File: src/rtl/spi_device_rx.sv
// SPI peripheral receiver: oversamples SCLK/nCS/SDI in the clk_i domain,
// deserialises MSB-first bytes and queues them in a small valid/ready FIFO.
//
// state | meaning
// IDLE  | waiting for a synchronised nCS falling edge, bit counter held at 0
// RECV  | inside an nCS-low window, shifting one bit per sample edge
module spi_device_rx #(
  parameter int FIFO_DEPTH    = 4,
  parameter int SYNC_STAGES   = 2,
  parameter int CPOL          = 1,
  parameter int SAMPLE_RISING = 1
) (
  input  logic                            clk_i,
  input  logic                            rst_ni,
  input  logic                            SCLK_i,
  input  logic                            nCS_i,
  input  logic                            SDI_i,
  output logic [7:0]                      rx_data_o,
  output logic                            rx_valid_o,
  input  logic                            rx_ready_i,
  output logic [$clog2(FIFO_DEPTH):0]     rx_level_o,
  output logic                            busy_o,
  output logic                            overflow_o,
  output logic                            frame_err_o,
  input  logic                            clr_err_i
);

  localparam int AW = $clog2(FIFO_DEPTH);
  localparam int LW = AW + 1;

  localparam logic [0:0] IDLE = 1'b0;
  localparam logic [0:0] RECV = 1'b1;

  localparam logic SCLK_IDLE = (CPOL != 0);

  logic [SYNC_STAGES-1:0] sclk_sync_q, ncs_sync_q, sdi_sync_q;
  logic                   sclk_hist_q, ncs_hist_q;

  always_ff @(posedge clk_i or negedge rst_ni) begin
    if (!rst_ni) begin
      sclk_sync_q <= {SYNC_STAGES{SCLK_IDLE}};
      ncs_sync_q  <= '1;
      sdi_sync_q  <= '1;
      sclk_hist_q <= SCLK_IDLE;
      ncs_hist_q  <= 1'b1;
    end else begin
      sclk_sync_q <= {sclk_sync_q[SYNC_STAGES-2:0], SCLK_i};
      ncs_sync_q  <= {ncs_sync_q[SYNC_STAGES-2:0], nCS_i};
      sdi_sync_q  <= {sdi_sync_q[SYNC_STAGES-2:0], SDI_i};
      sclk_hist_q <= sclk_sync_q[SYNC_STAGES-1];
      ncs_hist_q  <= ncs_sync_q[SYNC_STAGES-1];
    end
  end

  logic sclk_s, ncs_s, sdi_s;
  logic sample_edge, ncs_fall, ncs_rise;

  assign sclk_s      = sclk_sync_q[SYNC_STAGES-1];
  assign ncs_s       = ncs_sync_q[SYNC_STAGES-1];
  // SDI leaves the chain at the same depth as SCLK, so it is the bit the host set up
  assign sdi_s       = sdi_sync_q[SYNC_STAGES-1];
  assign sample_edge = (SAMPLE_RISING != 0) ? (sclk_s & ~sclk_hist_q)
                                            : (~sclk_s & sclk_hist_q);
  assign ncs_fall    = ~ncs_s & ncs_hist_q;
  assign ncs_rise    = ncs_s & ~ncs_hist_q;

  logic [0:0] state_q, state_d;
  logic [2:0] bit_cnt_q, bit_cnt_d;
  logic [7:0] shift_q, shift_d;
  logic [7:0] push_data;
  logic       push, frame_set;

  always_comb begin
    state_d   = state_q;
    bit_cnt_d = bit_cnt_q;
    shift_d   = shift_q;
    push      = 1'b0;
    frame_set = 1'b0;
    push_data = {shift_q[6:0], sdi_s};
    case (state_q)
      IDLE: begin
        bit_cnt_d = '0;
        if (ncs_fall) state_d = RECV;
      end
      RECV: begin
        if (ncs_rise) begin
          state_d   = IDLE;
          frame_set = (bit_cnt_q != 3'd0);
          bit_cnt_d = '0;
          shift_d   = '0;
        end else if (sample_edge && !ncs_s) begin
          shift_d = push_data;
          if (bit_cnt_q == 3'd7) begin
            push      = 1'b1;
            bit_cnt_d = '0;
          end else begin
            bit_cnt_d = bit_cnt_q + 3'd1;
          end
        end
      end
      default: state_d = IDLE;
    endcase
  end

  always_ff @(posedge clk_i or negedge rst_ni) begin
    if (!rst_ni) begin
      state_q   <= IDLE;
      bit_cnt_q <= '0;
      shift_q   <= '0;
    end else begin
      state_q   <= state_d;
      bit_cnt_q <= bit_cnt_d;
      shift_q   <= shift_d;
    end
  end

  // Pointers carry one extra wrap bit so full and empty are distinguishable
  logic [7:0]  mem_q [FIFO_DEPTH];
  logic [AW:0] wr_ptr_q, rd_ptr_q;
  logic [LW-1:0] level;
  logic        full, empty, pop, wr_en, ovf_set;

  assign level   = wr_ptr_q - rd_ptr_q;
  assign full    = (level == LW'(FIFO_DEPTH));
  assign empty   = (level == '0);
  assign pop     = ~empty & rx_ready_i;
  assign wr_en   = push & (~full | pop);
  assign ovf_set = push & full & ~pop;

  always_ff @(posedge clk_i or negedge rst_ni) begin
    if (!rst_ni) begin
      for (int i = 0; i < FIFO_DEPTH; i++) mem_q[i] <= '0;
      wr_ptr_q <= '0;
      rd_ptr_q <= '0;
    end else begin
      if (wr_en) begin
        mem_q[wr_ptr_q[AW-1:0]] <= push_data;
        wr_ptr_q <= wr_ptr_q + 1'b1;
      end
      if (pop) rd_ptr_q <= rd_ptr_q + 1'b1;
    end
  end

  logic ovf_q, ferr_q;

  // A set in the same cycle as a clear leaves the flag high
  always_ff @(posedge clk_i or negedge rst_ni) begin
    if (!rst_ni) begin
      ovf_q  <= 1'b0;
      ferr_q <= 1'b0;
    end else begin
      ovf_q  <= (ovf_q & ~clr_err_i) | ovf_set;
      ferr_q <= (ferr_q & ~clr_err_i) | frame_set;
    end
  end

  assign rx_data_o   = mem_q[rd_ptr_q[AW-1:0]];
  assign rx_valid_o  = ~empty;
  assign rx_level_o  = level;
  assign busy_o      = ~ncs_s;
  assign overflow_o  = ovf_q;
  assign frame_err_o = ferr_q;

endmodule

File: config.mk
export PLATFORM = sky130hd
export DESIGN_NAME = spi_device_rx
export DESIGN_NICKNAME = d
export VERILOG_FILES = /design/src/rtl/spi_device_rx.sv
export SDC_FILE = /design/constraint.sdc
export NUM_CORES = 1
export LEC_CHECK = 0
export CAP_MARGIN = 25
export CORE_MARGIN = 2
export CORE_UTILIZATION = 51
export DETAILED_ROUTE_END_ITERATION = 6
export GPL_TIMING_DRIVEN = 1
export PLACE_DENSITY = 0.74
export RECOVER_POWER = 50
export SLEW_MARGIN = 5
export SYNTH_ARGS = -nofsm -noshare
export SYNTH_HDL_FRONTEND = slang
export SYNTH_SLANG_ARGS = --single-unit
File: constraint.sdc
create_clock -name clk_i -period 2.62 [get_ports clk_i]
set_input_delay 0.393 -clock clk_i [delete_from_list [all_inputs] [get_ports clk_i]]
set_output_delay 0.393 -clock clk_i [all_outputs]
set_load 0.03 [all_outputs]
Yosys cells after proc, flatten, opt, wreduce, memory -nomap -nowiden --
Index checks and enable logic that the tools add are counted.
Storage, ports and cells: output and inout port bits 15, register bits 59
Operators by class: reduce and logical (&&, ||, !) cells 7, order comparisons 3, equal/unequal tests 3, bitwise logic cells 22, multiplexer cells 21, add/subtract/negate cells 4
Operators with widths (number):
- $bwmux W32 | 1
- $mux W8 | 3
- $bmux W8 S2 | 1
- $demux W8 S2 | 1
- $mux W7 | 2
- $add A3 B1 Y3 const B | 3
- $and A1 B1 Y1 | 9
- $mux W3 | 3
- $mux W1 | 8
- $not A1 Y1 | 8
- $eq A3 B3 Y1 const B | 2
- $ge A3 B3 Y1 const B | 2
- $not A2 Y3 | 2
- $pmux W3 S2 | 1
- $logic_not A3 Y1 | 1
- $lt A3 B1 Y1 const B | 1
- $ne A3 B2 Y1 const B | 1
- $or A1 B1 Y1 | 3
- $reduce_bool A3 Y1 | 1
- $sub A3 B3 Y3 | 1
- $logic_and A1 B1 Y1 | 2
- $pmux W1 S2 | 1
- $reduce_and A2 Y1 | 1
- $reduce_bool A2 Y1 | 1
- $logic_not A1 Y1 | 1

Depth between registers and ports, before layout --
depth in word-level cells 9, gate-level depth with buffers 7, mapped depth without buffers 6

Worst setup path after synthesis --
Ideal clock, no wire load.
kind register to register, start reg rd_ptr_q[1], end reg mem_q[0] (netlist bit), setup time 0.125 ns, path slack 0.194 ns, path buffers 2, data required time 2.495 ns, period minus slack after synthesis 2.426 ns, arrival time 2.301 ns, stages on the path, launching flop included 8, path through dfrtp_1 clkbuf_1 inv_1 ha_1 and3b_1 clkbuf_1 a211oi_4 mux2_2
On the way: cells in the longest elaborated chain, start to end 6, elaborated cells between the ends (all ways) 8
RTL lines:
- from (decl) | line 119 | logic [AW:0] wr_ptr_q, rd_ptr_q;
- from (signal assigned) | line 140 | if (pop) rd_ptr_q <= rd_ptr_q + 1'b1;
- $sub A3 B3 Y3 (*) | line 123 | assign level = wr_ptr_q - rd_ptr_q;
- $logic_not A3 Y1 | line 125 | assign empty = (level == '0);
- $not A1 Y1 | line 126 | assign pop = ~empty & rx_ready_i;
- $and A1 B1 Y1 | line 126
- $or A1 B1 Y1 (*) | line 127 | assign wr_en = push & (~full | pop);
- $and A1 B1 Y1 (*) | line 127
- to (signal, indexed assignment) | line 137 | mem_q[wr_ptr_q[AW-1:0]] <= push_data;
- to (decl) | line 118 | logic [7:0] mem_q [FIFO_DEPTH];
Every way passes the cells marked *; elsewhere a longest branch is shown, timed or not. A chain may end at the register's enable or synchronous reset.

Worst setup path in the final report --
start reg wr_ptr_q[0], end out rx_valid_o
On the way: cells in the longest elaborated chain, start to end 3
RTL lines:
- from (decl) | line 119
- from (signal assigned) | line 138 | wr_ptr_q <= wr_ptr_q + 1'b1;
- $sub A3 B3 Y3 | line 123
- $logic_not A3 Y1 | line 125
- $not A1 Y1 | line 158 | assign rx_valid_o = ~empty;
- to (decl) | line 19 | output logic rx_valid_o,
Every way passes these cells.

==> key figures <==
Outcome
  • Status: finished, violations left
  • Failing checks: max-capacitance violations, max-slew violations

Route
  • Post-route ant nets: 0
  • Via/cell ratio: 5.26
  • Via count: 1503
  • WL final: 4.72 mm
  • DRC Markers: 0
  • DR iter-0 viols: 70
  • Routed len/inst: 16.5 microns
  • Router iterations before antenna repair: 4

Logic synthesis
  • Top-count cell post-synth: dfrtp_1
  • Synth top area share: 48.1%
  • Syn_area_per_cell: 15.2 sq um
  • Cell count after synthesis: 174
  • Sequential fraction of the synthesis area: 56.1%
  • Asr flop ratio synth: 100%
  • Synth unique cells: 32
  • Syn Std Cell Area: 2650 sq um
  • Main synth FF type: dfrtp_1
  • Dominant cells by area after synthesis: dfrtp_1, mux2_2, dfstp_2, mux4_2, ha_1
  • Syn nets: 192
  • Yosys warning total: 0
  • Most frequent cells after synthesis: dfrtp_1, mux2_2, inv_1
  • Post-synth EDFFs: 0
  • Yosys reg bits: 59
  • Area leader, netlist: dfrtp_1

Timing
  • Worst Tran Pin Value: 2.03 ns
  • Peak Freq: 397 MHz
  • Hold Vio Cnt, Final: 0
  • Final min period: 2.52 ns
  • Clk_skew: 0.00808 ns
  • Tcrit/Tclk final: 96.2%
  • Setup_tns: 0 ns
  • Final setup margin: 0.101 ns
  • RSZ-0062 raised after global routing: false
  • Fin. max-slew vios: 41
  • Setup-failing EPs final: 0
  • Slew HR: -35.5%

Global routing
  • Initial antenna violation count: 0
  • Total GRT Usage: 18.8%
  • Total grt overflow: 0
  • First-pass GRT wire length: 8.41 mm
  • Vias in the first global route: 1658
  • Largest net degree at the start of global routing: 41

Power
  • Sw Ratio: 30.8%
  • Comb power frac: 25.7%
  • PD cells: 726 nW/um^2
  • Power Internal: 1.59 mW
  • Clk pwr share: 31.0%
  • Post-layout total power: 2.30 mW
  • Net Switching: 709 uW
  • Sequential power share: 43.3%
  • Static leakage: 1.46 nW
  • Peak VDD IR: 575 uV

Floorplan
  • Die ar.: 5790 sq um
  • # rows: 26
  • Die width: 76.1 microns
  • Initial core utilization: 52.2%
  • Die H: 76.1 microns
  • I/O Pins: 22
  • Core Box Area: 5070 sq um

Placement
  • GP Congestion: 0.738
  • Cells after DPL: 270
  • PortBufs: 21
  • Dpl hpwl: 3.29 mm
  • Worst slack, placed: 0.126 ns

Cells and area
  • Post-Route Utilization: 62.4%
  • Final layout net count: 230
  • Share of layout cells above drive strength 1: 37.0%
  • Post-Layout Cell Count: 286
  • Filler cells: 398
  • Number of antenna diodes: 0
  • Area growth from synthesis to layout: 19.3%

Clocking
  • CTS buffer count: 9
  • CTS Sinks: 59
  • CTS Root Cell: clkbuf_8
  • CTS tree: yes
  • Worst-Skew Late Latency: 0.32 ns
  • H-tree depth: 3
  • Worst-case clock buffer depth: 2
  • Clock Pin Slew Worst Setup and Hold Paths: 0.07 ns

Worst setup path
  • Worst setup EP type: output port
  • Startpoint types: register
  • Critical Path RT: 2.23 ns
  • CP Class: register to output port
  • CP Max Fanout: 4
  • Crit path DAT: 2.13 ns

Worst hold path
  • Min-delay worst type: register to register

Run
  • Maxcap violations: 1
==> logic make-up (layout without fill, tap and decap cells) <==
| logic type | count (synthesis) | in the layout | synth area share, % |
|---|---|---|---|
| flip-flops | 59 | 59 | 56.1 |
| multiplexers | 45 | 45 | 22.4 |
| AO/OA/AOI/OAI | 18 | 18 | 6.94 |
| AND/OR/NAND/NOR | 18 | 18 | 3.82 |
| buffers and inverters | 17 | 59 | 2.74 |
| adder cells (fa/ha/maj) | 12 | 12 | 5.85 |
| XOR/XNOR | 5 | 5 | 2.22 |
==> power groups by stage <==
stage | sequential, mW | clock [mW] | combinational, mW
after floorplan | 1.00 | 0 | 0.439
after global placement | 1.01 | 0 | 0.565
after detailed placement | 1.01 | 0 | 0.580
after CTS | 0.996 | 0.730 | 0.608
after global routing | 1.00 | 0.774 | 0.654
final | 0.994 | 0.713 | 0.591
==> worst max-delay path, stage by stage (launching register included) <==
cell and delay (ns):
dfrtp_1 0.41, inv_1 0.10, ha_1 0.21, fa_1 0.36, xor3_2 0.24, or2_2 0.30, buf_4 0.17
==> layer usage <==
metal  wire length (microns)  vias to the layer above  track usage (%)
li1                        -                      695                -
met1                    2200                      783             26.0
met2                    2330                       20             29.8
met3                     123                        5             4.74
met4                      61                        0             5.45
met5                       0                        -                0
==> final timing paths <==
| kind | start | end | slack (ns) | cells past startpoint |
|---|---|---|---|---|
| max in group asynchronous | rst_ni | mem_q[15] | 0.65 | 2 |
| max reg2reg | wr_ptr_q[0] | mem_q[6] | 0.18 | 8 |
| min | sclk_sync_q[0] | sclk_sync_q[1] | 0.36 | 0 |
| max | wr_ptr_q[0] | rx_valid_o | 0.10 | 6 |
| min reg2reg | sclk_sync_q[0] | sclk_sync_q[1] | 0.36 | 0 |
| min in group asynchronous | rst_ni | bit_cnt_q[0] | 0.65 | 1 |
==> through the flow <==
| step | instance area (sq um) | hold WS, ns |
|---|---|---|
| floorplan | 2650 | 0.0974 |
| global placement | 2990 | 0.346 |
| detailed placement | 2990 | 0.347 |
| CTS | 3170 | 0.204 |
| global route | 3160 | 0.362 |
| finish | 3160 | 0.360 |
==> cells in the final DEF (no fill, tap or decap), drive strengths merged <==
cell type and n:
a211o 1, a211oi 4, a22o 7, and3b 1, buf 12, clkbuf 16
clkdlybuf4s50 14, clkinv 1, clkinvlp 1, dfrtp 51, dfstp 8, dlygate4sd3 3
dlymetal6s2s 1, fa 1, ha 10, inv 11, maj3 1, mux2 34
mux2i 3, mux4 8, nand2 5, nand2b 1, nand3 1, nand4 1
nand4bb 1, nor2 4, nor2b 1, nor3b 1, nor4bb 1, o211ai 1
o21ai 5, or2 1, xnor2 3, xor2 1, xor3 1
==> repair_timing <==
item	CTS	global route
hold buffers	0	0
setup endpoints to repair	2	1
setup buffers	1	0
gates cloned	0	0
gates resized for setup	1	1
pin swaps	0	0
==> cell type report <==
class / count / area, sq um / area share [%]
inverter: 11 / 41.3 / 1.30
clock buffer: 13 / 159 / 5.02
tap: 70 / 87.6 / 2.77
clock inverter: 2 / 12.5 / 0.395
timing repair buffer: 33 / 284 / 8.98
multi-input combinational: 98 / 1090 / 34.6
sequential: 59 / 1490 / 47.0
==> state kept, by name, indices dropped and copies added (netlist names) <==
signal / flops
rd_ptr_q: 3
wr_ptr_q: 3
shift_q: 7
sclk_hist_q: 1
bit_cnt_q: 3
sdi_sync_q: 2
ncs_sync_q: 2
state_q: 1
overflow_o: 1
ncs_hist_q: 1
sclk_sync_q: 2
frame_err_o: 1
mem_q: 32
Power figures use the tool's default switching activity.
